===== config.mk =====
export PLATFORM = sky130hd
export DESIGN_NAME = inst_fetch_unit
export DESIGN_NICKNAME = d
export VERILOG_FILES = /design/src/rtl/inst_fetch_unit_pkg.sv /design/src/rtl/inst_fetch_unit_rsp_fifo.sv /design/src/rtl/inst_fetch_unit.sv
export SDC_FILE = /design/constraint.sdc
export NUM_CORES = 1
export LEC_CHECK = 0
export CORE_ASPECT_RATIO = 1.4
export CORE_MARGIN = 2
export CORE_UTILIZATION = 52
export CTS_CLUSTER_SIZE = 20
export DETAILED_ROUTE_END_ITERATION = 10
export PLACE_DENSITY = 0.88
export SYNTH_ARGS = -nofsm -noshare
export SYNTH_HDL_FRONTEND = slang
export SYNTH_SLANG_ARGS = --single-unit

===== constraint.sdc =====
create_clock -name CLOCK -period 3.1 [get_ports CLOCK]
set_input_delay 0.62 -clock CLOCK [delete_from_list [all_inputs] [get_ports CLOCK]]
set_output_delay 0.62 -clock CLOCK [all_outputs]
set_load 0.1 [all_outputs]

===== src/rtl/inst_fetch_unit_pkg.sv =====
// Shared types for the instruction-fetch path: instruction word, response
// record and the NOP returned for faulting fetches.
package typePack;
  typedef logic [31:0] instruction_t;

  localparam instruction_t NOP_INST = 32'h0000_0013;

  typedef struct packed {
    instruction_t inst;
    logic [31:0]  pc;
    logic         fault;
  } fetch_rsp_t;

  localparam fetch_rsp_t RSP_RESET = '{inst: NOP_INST, pc: 32'h0, fault: 1'b0};
endpackage


===== src/rtl/inst_fetch_unit_rsp_fifo.sv =====
// DEPTH-entry response FIFO. The head is read straight from storage, so the
// response fields are registered and hold steady until popped.
module rsp_fifo
  import typePack::*;
#(
  parameter int DEPTH = 2,
  parameter int CNT_W = $clog2(DEPTH + 1)
) (
  input  logic             gclk,
  input  logic             grst_n,
  input  logic             push,
  input  logic             pop,
  input  logic             clear,
  input  fetch_rsp_t       din,
  output logic [CNT_W-1:0] occ,
  output fetch_rsp_t       head
);
  localparam int PTR_W = (DEPTH > 1) ? $clog2(DEPTH) : 1;

  fetch_rsp_t [DEPTH-1:0] mem_q, mem_d;
  logic [PTR_W-1:0]       wr_q, wr_d, rd_q, rd_d;
  logic [CNT_W-1:0]       cnt_q, cnt_d;

  function automatic logic [PTR_W-1:0] nxt(input logic [PTR_W-1:0] p);
    return (p == PTR_W'(DEPTH - 1)) ? '0 : p + 1'b1;
  endfunction

  always_comb begin
    mem_d = mem_q;
    wr_d  = wr_q;
    rd_d  = rd_q;
    cnt_d = cnt_q;
    if (clear) begin
      wr_d  = '0;
      rd_d  = '0;
      cnt_d = '0;
    end else begin
      if (push) begin
        mem_d[wr_q] = din;
        wr_d        = nxt(wr_q);
      end
      if (pop) rd_d = nxt(rd_q);
      // push and pop together leave the count alone, even when full
      case ({push, pop})
        2'b10:   cnt_d = cnt_q + 1'b1;
        2'b01:   cnt_d = cnt_q - 1'b1;
        default: cnt_d = cnt_q;
      endcase
    end
  end

  always_ff @(posedge gclk or negedge grst_n) begin
    if (!grst_n) begin
      for (int i = 0; i < DEPTH; i++) mem_q[i] <= RSP_RESET;
      wr_q  <= '0;
      rd_q  <= '0;
      cnt_q <= '0;
    end else begin
      mem_q <= mem_d;
      wr_q  <= wr_d;
      rd_q  <= rd_d;
      cnt_q <= cnt_d;
    end
  end

  assign occ  = cnt_q;
  assign head = mem_q[rd_q];
endmodule


===== src/rtl/inst_fetch_unit.sv =====
// Fetch responder: legality check, one-deep in-flight stage tagged with an
// epoch, credit-based request acceptance and an in-order response FIFO.
module inst_fetch_unit
  import typePack::*;
#(
  parameter int ADDR_W = 10,
  parameter int DEPTH  = 2
) (
  input  logic              CLOCK,
  input  logic              RESET_N,
  input  logic              REQ_VALID,
  input  logic [31:0]       REQ_PC,
  output logic              REQ_READY,
  input  logic              FLUSH,
  output logic              RSP_VALID,
  input  logic              RSP_READY,
  output logic [31:0]       RSP_INST,
  output logic [31:0]       RSP_PC,
  output logic              RSP_FAULT,
  output logic              MEM_EN,
  output logic [ADDR_W-1:0] MEM_ADDR,
  input  logic [31:0]       MEM_RDATA
);
  localparam int CNT_W = $clog2(DEPTH + 1);

  logic              inf_vld_q, inf_vld_d;
  logic [31:0]       inf_pc_q, inf_pc_d;
  logic              inf_fault_q, inf_fault_d;
  logic              inf_epoch_q, inf_epoch_d;
  logic              epoch_q, epoch_d;

  logic              legal, accept, push, pop;
  logic [CNT_W-1:0]  occ;
  logic [CNT_W:0]    credits;
  fetch_rsp_t        push_rsp, head;

  assign legal   = (REQ_PC[1:0] == 2'b00) && (REQ_PC[31:ADDR_W+2] == '0);
  assign credits = {1'b0, occ} + (CNT_W + 1)'(inf_vld_q);

  assign RSP_VALID = (occ != '0) && !FLUSH;
  assign pop       = RSP_VALID && RSP_READY;
  // a pop this cycle frees a slot, so a full unit can still take a request
  assign REQ_READY = RESET_N && !FLUSH &&
                     ((credits < (CNT_W + 1)'(DEPTH)) ||
                      ((credits == (CNT_W + 1)'(DEPTH)) && pop));
  assign accept    = REQ_VALID && REQ_READY;

  assign MEM_EN   = accept && legal;
  assign MEM_ADDR = MEM_EN ? REQ_PC[ADDR_W+1:2] : '0;

  // stale reads (older epoch) or reads landing on a flush edge never enter the FIFO
  assign push = inf_vld_q && (inf_epoch_q == epoch_q) && !FLUSH;

  always_comb begin
    push_rsp       = RSP_RESET;
    push_rsp.inst  = inf_fault_q ? NOP_INST : MEM_RDATA;
    push_rsp.pc    = inf_pc_q;
    push_rsp.fault = inf_fault_q;
  end

  always_comb begin
    epoch_d     = epoch_q ^ FLUSH;
    inf_vld_d   = accept;
    inf_pc_d    = inf_pc_q;
    inf_fault_d = inf_fault_q;
    inf_epoch_d = inf_epoch_q;
    if (accept) begin
      inf_pc_d    = REQ_PC;
      inf_fault_d = !legal;
      inf_epoch_d = epoch_q;
    end
  end

  always_ff @(posedge CLOCK or negedge RESET_N) begin
    if (!RESET_N) begin
      inf_vld_q   <= 1'b0;
      inf_pc_q    <= '0;
      inf_fault_q <= 1'b0;
      inf_epoch_q <= 1'b0;
      epoch_q     <= 1'b0;
    end else begin
      inf_vld_q   <= inf_vld_d;
      inf_pc_q    <= inf_pc_d;
      inf_fault_q <= inf_fault_d;
      inf_epoch_q <= inf_epoch_d;
      epoch_q     <= epoch_d;
    end
  end

  rsp_fifo #(.DEPTH(DEPTH), .CNT_W(CNT_W)) u_rsp_fifo (
    .gclk   (CLOCK),
    .grst_n (RESET_N),
    .push   (push),
    .pop    (pop),
    .clear  (FLUSH),
    .din    (push_rsp),
    .occ    (occ),
    .head   (head)
  );

  assign RSP_INST  = head.inst;
  assign RSP_PC    = head.pc;
  assign RSP_FAULT = head.fault;
endmodule

==> impl_metrics.ini, run 1 <==
[route]
drc = 0
wire_per_inst_um = 18.34
antenna_left = 0
routed_wl_um = 17020
first_pass_iters = 4
num_vias = 4967
vias_per_cell = 5.352
first_iter_violations = 269

[sta]
finalCritPeriodShare = 1.019
skew_ns = 0.007730
tightest_slew_ns = 1.053
min_period_ns = 3.159
fin_ws_ns = -0.05946
tns_ns = -0.5604
final-hold-violation-count = 0
slew_headroom = 0.2969
maxSlewViolCount = 0
holdWs_ns = 0.4412
max_freq_mhz = 316.5
setup_viol = 11

[setup_path]
crit_family = buffers and inverters
cp_slowest_stage_delay_ns = 0.52
critPathLaunchType = primary input
path_cells = clkdlybuf4s50_1, nor4_4, nand4_1, nor4_4, buf_4, buf_6, and3_4, buf_12
cp_slowest_cell = clkdlybuf4s50_1
crit_type = primary input to output port
cp_max_fo = 6
cp_common_cell = nor4_4
crit_path_end_kind = output port
critPathBufInv = 4
cp.required_ns = 2.48
arrival_ns = 2.54

[yosys]
synthArstFlopShare = 1.000
synth_flop_cell = dfrtp_1
netlist_instances = 583
ys_seq_area_frac = 0.5806
ys_ff_latch = 170
syn-mean-instance-area_sq_um = 12.59
synthesis.area_sq_um = 7340
ys_warn_count = 0
ys_types = 33
synth_edf_count = 0
synth_nets = 655

[pwr]
peakVddDrop_uv = 983.3
power_density_nw_per_um2 = 842.4
leakagePower_nw = 4.519

[layout]
layout-drive-gt1-share = 0.4266
fin_util = 0.7055
layout_common_cells = dfrtp_1 (163), mux2_2 (160), nand2_1 (98), buf_4 (77), o21ai_0 (68)
final_cell_area_sq_um = 9769
area_growth_pct = 33.11
fillers = 903
final_common_cell = dfrtp_1
antenna_cells = 0
finalNetCount = 802

[cts]
cts_hold_buffers = 0
clk_latency_ns = 0.41
clk_pin_slew_ns = 0.06
cts.htree.levels = 4
clkSinkCount = 170
cts_inserted_buffers = 17
tritoncts = yes
clockBufferDepth = 2
root_buffer = clkbuf_16

[placed_design]
hpwlAfterDp_um = 11080
port_buffers = 146
gp_congestion = 0.7962
dpl-instance-area_sq_um = 9062

[flow_run]
drv_cap = 0

[global_routing]
grt_pass1_vias = 5435
grt_max_degree = 171
gr-usage-all-layers = 0.2302
gr-total-overflow = 0
grt_pass1_wl_um = 27230
antenna_found_initial = 0

[floorplan]
rows = 51
die_y_um = 144.6
start_util = 0.5300
dieWidth_um = 104.4
die-area_sq_um = 15090
ioPinCount = 147
core_area_sq_um = 13850

[hold_path]
hp-class = primary input to asynchronous set/reset pin

[run_status]
violations = setup timing
outcome = complete, but fails checks
==> layer usage <==
layer,vias to the layer above,part of all wire,global-route usage
li1,2329,-,-
met1,2463,0.40,0.2662
met2,140,0.52,0.4076
met3,35,0.050,0.06039
met4,0,0.033,0.09459
met5,-,0,0
==> final timing paths <==
kind                                              to  cells past startpoint  slack, ns            startpoint
worst max register to register           inf_pc_q[7]                      8       0.73             inf_vld_q
worst min-delay path            u_rsp_fifo.mem_q[97]                      2       0.44               RESET_N
min in group CLOCK              u_rsp_fifo.mem_q[44]                      2       0.48  u_rsp_fifo.mem_q[44]
worst min register to register  u_rsp_fifo.mem_q[44]                      2       0.48  u_rsp_fifo.mem_q[44]
worst max-delay path                     MEM_ADDR[7]                      8      -0.06             REQ_PC[1]
max in group asynchronous            u_rsp_fifo.rd_q                      2       2.06               RESET_N
==> cell usage after synthesis, drive strengths merged, types with 2 or more instances <==
cell	count	area, sq um
mux2	162	1824
buf	16	103.9
dfrtp	164	4104
o21ai	68	340.3
nor2b	2	12.51
nand4	2	12.51
nand2	98	367.9
xor2	2	17.52
xnor2	2	17.52
clkbuf	21	78.83
nor2	6	22.52
ha	3	37.54
dfstp	6	157.7
nor4	5	31.28
inv	3	11.26
and3	10	62.56
==> through the flow <==
step                worst slack (ns)  std cells  power (mW)
floorplan                    -0.1493        583       5.461
global placement             0.06698        892       6.143
detailed placement           0.03076        892       6.244
CTS                          0.03225        926       8.263
global route                -0.08958        928       8.558
finish                      -0.05946        928       8.229
==> area by class of cell <==
| type | count | area, sq um | area share |
|---|---|---|---|
| Inverter | 3 | 11.26 | 0.001153 |
| Timing Repair Buffer | 165 | 1688 | 0.1728 |
| Clock inverter | 12 | 117.6 | 0.01204 |
| Sequential cell | 170 | 4263 | 0.4363 |
| Tap cell | 185 | 231.5 | 0.02369 |
| Clock buffer | 20 | 436.7 | 0.04470 |
| Multi-Input combinational cell | 373 | 3022 | 0.3093 |
==> logic make-up (layout without fill, tap and decap cells) <==
kind of cell | Yosys count | in the layout | synth area share
DFF | 170 | 170 | 0.5806
muxes | 163 | 163 | 0.2499
and+or+nand+nor | 131 | 131 | 0.07910
AOI/OAI and AO/OA | 72 | 72 | 0.05404
buffers and inverters | 40 | 200 | 0.02642
xor gates and xnor gates | 4 | 4 | 0.004774
adders and majority gates | 3 | 3 | 0.005115
==> flip-flops by register name, indices dropped and copies added (netlist names) <==
name	count
inf_vld_q	1
u_rsp_fifo.occ	2
inf_epoch_q	1
inf_fault_q	1
u_rsp_fifo.wr_q	1
u_rsp_fifo.mem_q	130
u_rsp_fifo.rd_q	1
inf_pc_q	32
epoch_q	1
==> power breakdown <==
group | switching (mW) | internal, mW
sequential | 0.251 | 2.67
combinational | 2.38 | 0.926
clock | 0.877 | 1.12
==> what timing repair did <==
action | in CTS | in global routing
setup endpoints to repair | 11 | 11
gates resized for setup | 1 | 27
pin swaps | 1 | 6
cloned | 1 | 1
setup buffers | 1 | 1
Note: power is estimated with default switching activity, not from simulation.
==> inputs of run 2 (changes only) <==
==> constraint.sdc (replaced) <==
create_clock -name CLOCK -period 3.5 [get_ports CLOCK]
set_input_delay 0.7 -clock CLOCK [delete_from_list [all_inputs] [get_ports CLOCK]]
set_output_delay 0.7 -clock CLOCK [all_outputs]
set_load 0.1 [all_outputs]
==> run 2 against run 1 <==
Against the previous run:
- via count down 1.1%
- critical path depth down 1
- critical endpoint is now MEM_ADDR[0]
- largest cell class unchanged
- the flow now finishes without violations
- clock-buffer cell count up 1
==> impl_metrics.ini, run 2 (synthesis results as in run 1) <==
[placed_design]
hpwlAfterDp_um = 10680
place_inst = 888
gp_congestion = 0.7439
port_buffers = 146

[setup_path]
critPathLaunchType = primary input
crit_type = primary input to output port
ff2ff_path_depth = 8
cp_slowest_stage_delay_ns = 0.44
path_cells = clkdlybuf4s50_1, nor4_1, nand4_1, nor4_2, buf_4, and3_2, buf_12
arrival_ns = 2.59
cp.required_ns = 2.80
cp_slowest_cell = nor4_1
crit_path_end_kind = output port
cp_max_fo = 12

[global_routing]
grt_max_degree = 171
grt_pass1_wl_um = 26720
antenna_found_initial = 0
grt_pass1_vias = 5302
gr-usage-all-layers = 0.2247
gr-total-overflow = 0

[cts]
clockBufferDepth = 2
root_buffer = clkbuf_16
cts_hold_buffers = 0
cts_inserted_buffers = 17
clk_latency_ns = 0.42
cts_resized = 0
tritoncts = yes
cts.htree.levels = 4
clkSinkCount = 170
clk_pin_slew_ns = 0.07
post_cts_buffers = 0

[layout]
finalNonFillerCells = 920
area_growth_pct = 30.58
final_common_cell = dfrtp_1
regMostFlops = u_rsp_fifo.mem_q
layout-drive-gt1-share = 0.4163
antenna_cells = 0
fillers = 982
finalNetCount = 794
layout_common_cells = dfrtp_1 (163), mux2_2 (160), nand2_1 (98), buf_4 (74), o21ai_0 (68)
largest_reg_flops = 130

[floorplan]
core_area_sq_um = 13850
dieWidth_um = 104.4
ioPinCount = 147
rows = 51
die-area_sq_um = 15090
start_util = 0.5300
die_y_um = 144.6

[route]
antenna_left = 0
vias_per_cell = 5.339
drc = 0
first_iter_violations = 207
first_pass_iters = 4
wire_per_inst_um = 17.66
routed_wl_um = 16250
num_vias = 4912

[hold_path]
hp-class = primary input to asynchronous set/reset pin

[sta]
finalCritPeriodShare = 0.9406
tns_ns = 0
tightest_slew_ns = 1.063
maxSlewViolCount = 0
skew_ns = 0.008962
max_freq_mhz = 303.7
min_period_ns = 3.292
final-hold-violation-count = 0
rsz0062_at_grt = no
slew_headroom = 0.2904
setup_viol = 0

[pwr]
power.total_mw = 7.406
peakVddDrop_uv = 739.8
leakagePower_nw = 4.374
power_density_nw_per_um2 = 772.7

[flow_run]
drv_cap = 0

[run_status]
outcome = finished, final reports clean
-- run 2: changes by cell type in the layout (fill, tap and decap cells not counted), sizes merged --
cell	before	now
clkdlybuf4s50	54	67
bufbuf	1	0
clkinv	4	5
inv	7	5
bufinv	1	2
clkinvlp	3	2
clkbuf	20	21
dlymetal6s2s	13	0
buf	97	90
-- run 2: worst max-delay path: cells and delay by family --
kind | cells | cell delay, ns
buffers and inverters | 3 | 0.83
and+or+nand+nor | 4 | 1.05
-- run 2: metrics by stage --
stage | util | setup slack, ns | instance area, sq um | hold slack [ns]
global placement | 0.6477 | 0.2163 | 8969 | 0.4562
floorplan | - | 0.09070 | 7358 | 0.4044
finish | 0.6921 | 0.2077 | 9584 | 0.4040
global route | 0.6921 | 0.1019 | 9584 | 0.5001
CTS | 0.6921 | 0.2305 | 9584 | 0.4817
detailed placement | 0.6477 | 0.2347 | 8969 | 0.4671
-- run 2: final cells by class --
cell class / count / area [sq um] / share of cell area
flip-flops and latches: 170 / 4263 / 0.4448
multi-input cells: 373 / 2925 / 0.3052
repair buffers: 157 / 1538 / 0.1604
clock buffers: 21 / 480.5 / 0.05013
well taps: 185 / 231.5 / 0.02415
clock inverters: 11 / 135.1 / 0.01410
inverters: 3 / 11.26 / 0.001175
-- run 2: path summary, 6_finish.rpt --
| kind | start | slack [ns] | end |
|---|---|---|---|
| worst max-delay path | REQ_PC[22] | 0.21 | MEM_ADDR[0] |
| worst min register to register | u_rsp_fifo.mem_q[106] | 0.48 | u_rsp_fifo.mem_q[106] |
| worst max register to register | inf_vld_q | 1.03 | inf_pc_q[29] |
| worst min-delay path | RESET_N | 0.40 | u_rsp_fifo.mem_q[25] |
| min in group CLOCK | u_rsp_fifo.mem_q[106] | 0.48 | u_rsp_fifo.mem_q[106] |
| max in group asynchronous | RESET_N | 2.36 | u_rsp_fifo.mem_q[59] |
-- run 2: power breakdown --
part	leakage [nW]	switching (mW)	internal, mW
registers	2.22	0.228	2.37
logic	1.86	2.09	0.809
clock network	0.298	0.776	1.14
total	4.37	3.09	4.31
-- run 2: per-layer routing --
metal  wire, um  track usage
met5          0            0
met3        767      0.05588
met1       6644       0.2664
met4        208      0.07468
met2       8628       0.4011
==> inputs of run 3 (changes only) <==
--- a/config.mk
+++ b/config.mk
@@ -7,10 +7,10 @@
 export LEC_CHECK = 0
 export CORE_ASPECT_RATIO = 1.4
 export CORE_MARGIN = 2
-export CORE_UTILIZATION = 52
+export CORE_UTILIZATION = 35
 export CTS_CLUSTER_SIZE = 20
 export DETAILED_ROUTE_END_ITERATION = 10
-export PLACE_DENSITY = 0.88
+export PLACE_DENSITY = 0.65
 export SYNTH_ARGS = -nofsm -noshare
 export SYNTH_HDL_FRONTEND = slang
 export SYNTH_SLANG_ARGS = --single-unit
==> run 3 against run 2 <==
Against the previous run:
- non-clock buffer count is 2 higher
- sequential cell count stayed put
- sequential share of layout area is 0.40 points lower
- total power hardly changed
- hold slack worse by 0.27 ns
- sequential power hardly changed
- critical path depth is 1 higher
- first-iteration DRC count is 39% lower
- highest routed layer unchanged
- critical endpoint is now MEM_ADDR[3]
- clock-buffer cell count is 4 lower
- clock skew is 0.0050 ns higher
- clock power is 2% higher
- final area is 0.91% higher
==> impl_metrics.ini, run 3 (synthesis results as in run 1) <==
[floorplan]
rows = 62
core_area_sq_um = 20560
die_y_um = 175.3
ioPinCount = 147
start_util = 0.3570
die-area_sq_um = 22160
dieWidth_um = 126.4

[pwr]
power_frac_seq = 0.346
p_sw_mw = 3.086
p_comb_frac = 0.389
p_clk_frac = 0.264
power_density_nw_per_um2 = 765.4
swShare = 0.4169
leakagePower_nw = 4.380
peakVddDrop_uv = 624.5
p_int_mw = 4.316

[setup_path]
cp_common_cell = buf_4
path_cells = clkdlybuf4s50_1, nor4_1, buf_4, nand4_1, nor4_2, buf_4, and3_2, buf_12
critPathLaunchType = primary input
cp.required_ns = 2.80
cp_max_fo = 12
cp_slowest_stage_delay_ns = 0.43
cp_slowest_cell = clkdlybuf4s50_1
arrival_ns = 2.63
crit_path_end_kind = output port
crit_type = primary input to output port

[sta]
setup_viol = 0
min_period_ns = 3.331
skew_ns = 0.01398
tns_ns = 0
rsz0062_at_grt = no
max_freq_mhz = 300.2
final-hold-violation-count = 0
tightest_slew_ns = 1.046
slew_headroom = 0.3017
maxSlewViolCount = 0
finalCritPeriodShare = 0.9518

[global_routing]
grt_max_degree = 76
grt_pass1_wl_um = 27340
grt_pass1_vias = 5264
antenna_found_initial = 0
gr-total-overflow = 0
gr-usage-all-layers = 0.1536

[layout]
layout-drive-gt1-share = 0.4179
fillers = 1822
largest_reg_flops = 130
layout_common_cells = dfrtp_1 (163), mux2_2 (160), nand2_1 (98), buf_4 (77), o21ai_0 (68)
regMostFlops = u_rsp_fifo.mem_q
multiInputGateArea_sq_um = 2925
antenna_cells = 0
final_common_cell = dfrtp_1
finalNetCount = 796
area_growth_pct = 31.78
area.sequential_sq_um = 4263
final_cell_area_sq_um = 9672

[cts]
tritoncts = yes
clk_latency_ns = 0.42
cts_resized = 0
post_cts_buffers = 0
clockBufferDepth = 2
cts.htree.levels = 4
clkSinkCount = 170
clk_pin_slew_ns = 0.07
cts_inserted_buffers = 17
cts_hold_buffers = 0
root_buffer = clkbuf_16

[route]
vias_per_cell = 4.932
wire_per_inst_um = 16.48
first_iter_violations = 127
drc = 0
antenna_left = 0
num_vias = 4897
first_pass_iters = 4
routed_wl_um = 16360

[run_status]
outcome = finished, final reports clean

[placed_design]
port_buffers = 146
dpl-instance-area_sq_um = 9060
gp_congestion = 0.7689
hpwlAfterDp_um = 11160

[hold_path]
hp-class = primary input to asynchronous set/reset pin

[flow_run]
drv_cap = 0
## run 3: critical path: cells and delay by family
kind                   cells  cell delay (ns)
and+or+nand+nor            4             0.86
buffers and inverters      4             1.04
## run 3: area by class of cell
class	count	area share
clock inverters	15	0.01928
repair buffers	159	0.1592
inverters	3	0.001164
flip-flops and latches	170	0.4408
multi-input cells	373	0.3025
well taps	256	0.03312
clock buffers	17	0.04398
## run 3: metal layers
layer / GRT usage / vias up / share of wire
met5: 0 / - / 0
met4: 0.05037 / 0 / 0.016
met3: 0.03351 / 14 / 0.046
met2: 0.2687 / 107 / 0.52
met1: 0.1875 / 2464 / 0.42
li1: - / 2312 / -
## run 3: power by group through the flow
stage	registers (mW)	clock network (mW)	logic [mW]
final	2.56	1.96	2.88
after global routing	2.62	2.09	3.00
after floorplan	2.53	0	2.30
after detailed placement	2.61	0	2.91
after global placement	2.57	0	2.88
after CTS	2.57	2.01	2.91
## run 3: worst paths after layout
check                                      start               endpoint  slack (ns)  cells past startpoint
setup / recovery                      REQ_PC[22]            MEM_ADDR[3]        0.17                      8
hold / removal                           RESET_N      u_rsp_fifo.occ[1]        0.13                      1
setup reg to reg                       inf_vld_q           inf_pc_q[22]        0.97                      8
hold reg to reg            u_rsp_fifo.mem_q[123]  u_rsp_fifo.mem_q[123]        0.47                      2
max in group asynchronous                RESET_N            inf_pc_q[5]        2.16                      2
min in group CLOCK         u_rsp_fifo.mem_q[123]  u_rsp_fifo.mem_q[123]        0.47                      2
## run 3: per-stage QoR
stage               worst slack [ns]  total power [mW]  hold WS, ns  utilization  cells
finish                        0.1686             7.403       0.1306       0.4705    993
CTS                           0.1496             7.490       0.1196       0.4705    993
global route                 0.08636             7.704       0.1317       0.4705    993
floorplan                    0.09070             4.837       0.4044            -    583
global placement              0.2093             5.452       0.4566       0.4407    961
detailed placement            0.1563             5.512       0.4645       0.4407    961
==> patch (settings of run 2) <==
Put a register stage on the output `RSP_FAULT`. The value now appears one clock later. The other outputs are not delayed to match.
--- a/src/rtl/inst_fetch_unit.sv
+++ b/src/rtl/inst_fetch_unit.sv
@@ -101,4 +101,6 @@
   assign RSP_INST  = head.inst;
   assign RSP_PC    = head.pc;
-  assign RSP_FAULT = head.fault;
+  always_ff @(posedge CLOCK) begin
+    RSP_FAULT <= head.fault;
+  end
 endmodule
Behaviour: not the same (a bounded check fails within 4 cycles, from zero or initial values and one cycle with RESET_N low).
==> patch against run 2 <==
Sequential power barely moved. Power down 1.2%. Worst setup slack lost 0.043 ns. Wire length rose by 0.54%. Non-clock buffer count up 4. Final area grew 0.27%. Worst hold slack worse by 0.27 ns. Critical path depth rose by 1. Area after synthesis increased by 6.8%. Sequential cell count up 1.
==> patch: results (changes against run 2) <==
Synthesis
  – Post-synthesis instance total: 648 (+11%)
  – Cell variety after synth: 34 (+3.0%)
  – Mapped Nets: 720 (+9.9%)
  – Synth async-reset ratio: 0.994 (-0.00585)
  – Most common library cells after synthesis: 164 x dfrtp_1, 160 x mux2_2, 98 x nand2_1
  – Area contributors post-synth: dfrtp_1 52%, mux2_2 23%, buf_4 6.2%, nand2_1 4.7%, o21ai_0 4.3%
  – Sequential area share after synthesis: 0.546 (-0.0345)

Placed design
  – Final RePlAce weighted congestion: 0.799 (+7.4%)
  – Placed cell count: 900 (+1.4%)
  – HPWL Detailed: 11200 µm (+5.0%)
  – Setup WS pre-CTS: 0.177 ns (-0.0574 ns)
  – Area of placed instances: 0.00903 mm² (+0.68%)

GRT
  – GRT Util Overall: 0.209 (-0.0154)
  – First-pass GRT wire length: 26100 µm (-2.3%)
  – Pin count of the biggest net entering global routing: 74 (-57%)
  – Vias in the first global route: 5248 (-1.0%)

Pwr
  – Clock power frac: 0.252 (-0.007)
  – P_leak: 4.39 nW (+0.37%)
  – Register share of total power: 0.355 (+0.005)
  – Peak supply drop: 732 µV (-0.99%)
  – Internal: 0.00423 W (-1.9%)
  – Pwr Density: 762 mW/mm² (-1.4%)

Detailed routing
  – DRT iter0 DRCs: 270 (+30%)
  – Via count: 4983 (+1.4%)
  – DR WL/cell: 17.5 µm (-0.76%)

Finish
  – Share of cells above drive strength 1: 0.418 (+0.00124)
  – Nets@finish: 799 (+0.63%)
  – Non-Filler Instances: 932 (+1.3%)
  – Fillers: 1083 (+10%)

STA
  – Clock Skews: 0.0149 ns (+0.00591 ns)
  – Worst-Margin Slew: 1.09 ns (+0.0300 ns)

Worst setup path
  – Critical path data arrival time: 2.64 ns (+0.05 ns)

Clock network
  – Post-cts resize count: 0 (unchanged)
  – CTS Buf Count: 17 (unchanged)

Status
  – Outcome: finished, final reports clean
-- patch: final timing paths --
check | from | end | slack (ns) | cells past startpoint
worst max-delay path | REQ_PC[26] | MEM_ADDR[2] | 0.16 | 8
worst min-delay path | RESET_N | u_rsp_fifo.mem_q[76]$_DFFE_PN0P_ | 0.14 | 1
worst max register to register | inf_vld_q$_DFF_PN0_ | inf_pc_q[8]$_DFFE_PN0P_ | 1.06 | 8
worst min register to register | u_rsp_fifo.mem_q[41]$_DFFE_PN0P_ | u_rsp_fifo.mem_q[41]$_DFFE_PN0P_ | 0.48 | 2
max in group asynchronous | RESET_N | u_rsp_fifo.mem_q[57]$_DFFE_PN0P_ | 2.17 | 2
min in group CLOCK | u_rsp_fifo.mem_q[41]$_DFFE_PN0P_ | u_rsp_fifo.mem_q[41]$_DFFE_PN0P_ | 0.48 | 2
-- patch: layout make-up --
class	count	area (µm²)	share of cell area
Clock buffer	19	453	0.0471
Clock inverter	13	128	0.0133
Inverter	3	11.3	0.00117
Multi-Input combinational cell	373	2930	0.304
Sequential cell	171	4280	0.446
Tap cell	192	240	0.0250
Timing Repair Buffer	161	1570	0.163
-- patch: metal layers --
layer,up-vias,wire (µm),global-route usage
met5,-,0,0
met4,0,201,0.0628
met3,13,726,0.0520
met2,117,8810,0.368
met1,2543,6600,0.253
li1,2310,-,-
-- patch: worst max-delay path, cell delays in order --
cell and delay (ns):
clkdlybuf4s50_1 0.43, nor4_1 0.35, buf_4 0.18, nand4_1 0.12, nor4_2 0.19, buf_4 0.24, and3_2 0.24, buf_12 0.18
-- patch: logic make-up after synthesis --
group,after synthesis,share of synthesized area
xor gates and xnor gates,4,0.00447
muxes,163,0.234
DFF,171,0.546
and+or+nand+nor,131,0.0741
buffers and inverters,104,0.0860
adders and majority gates,3,0.00479
AOI/OAI and AO/OA,72,0.0506
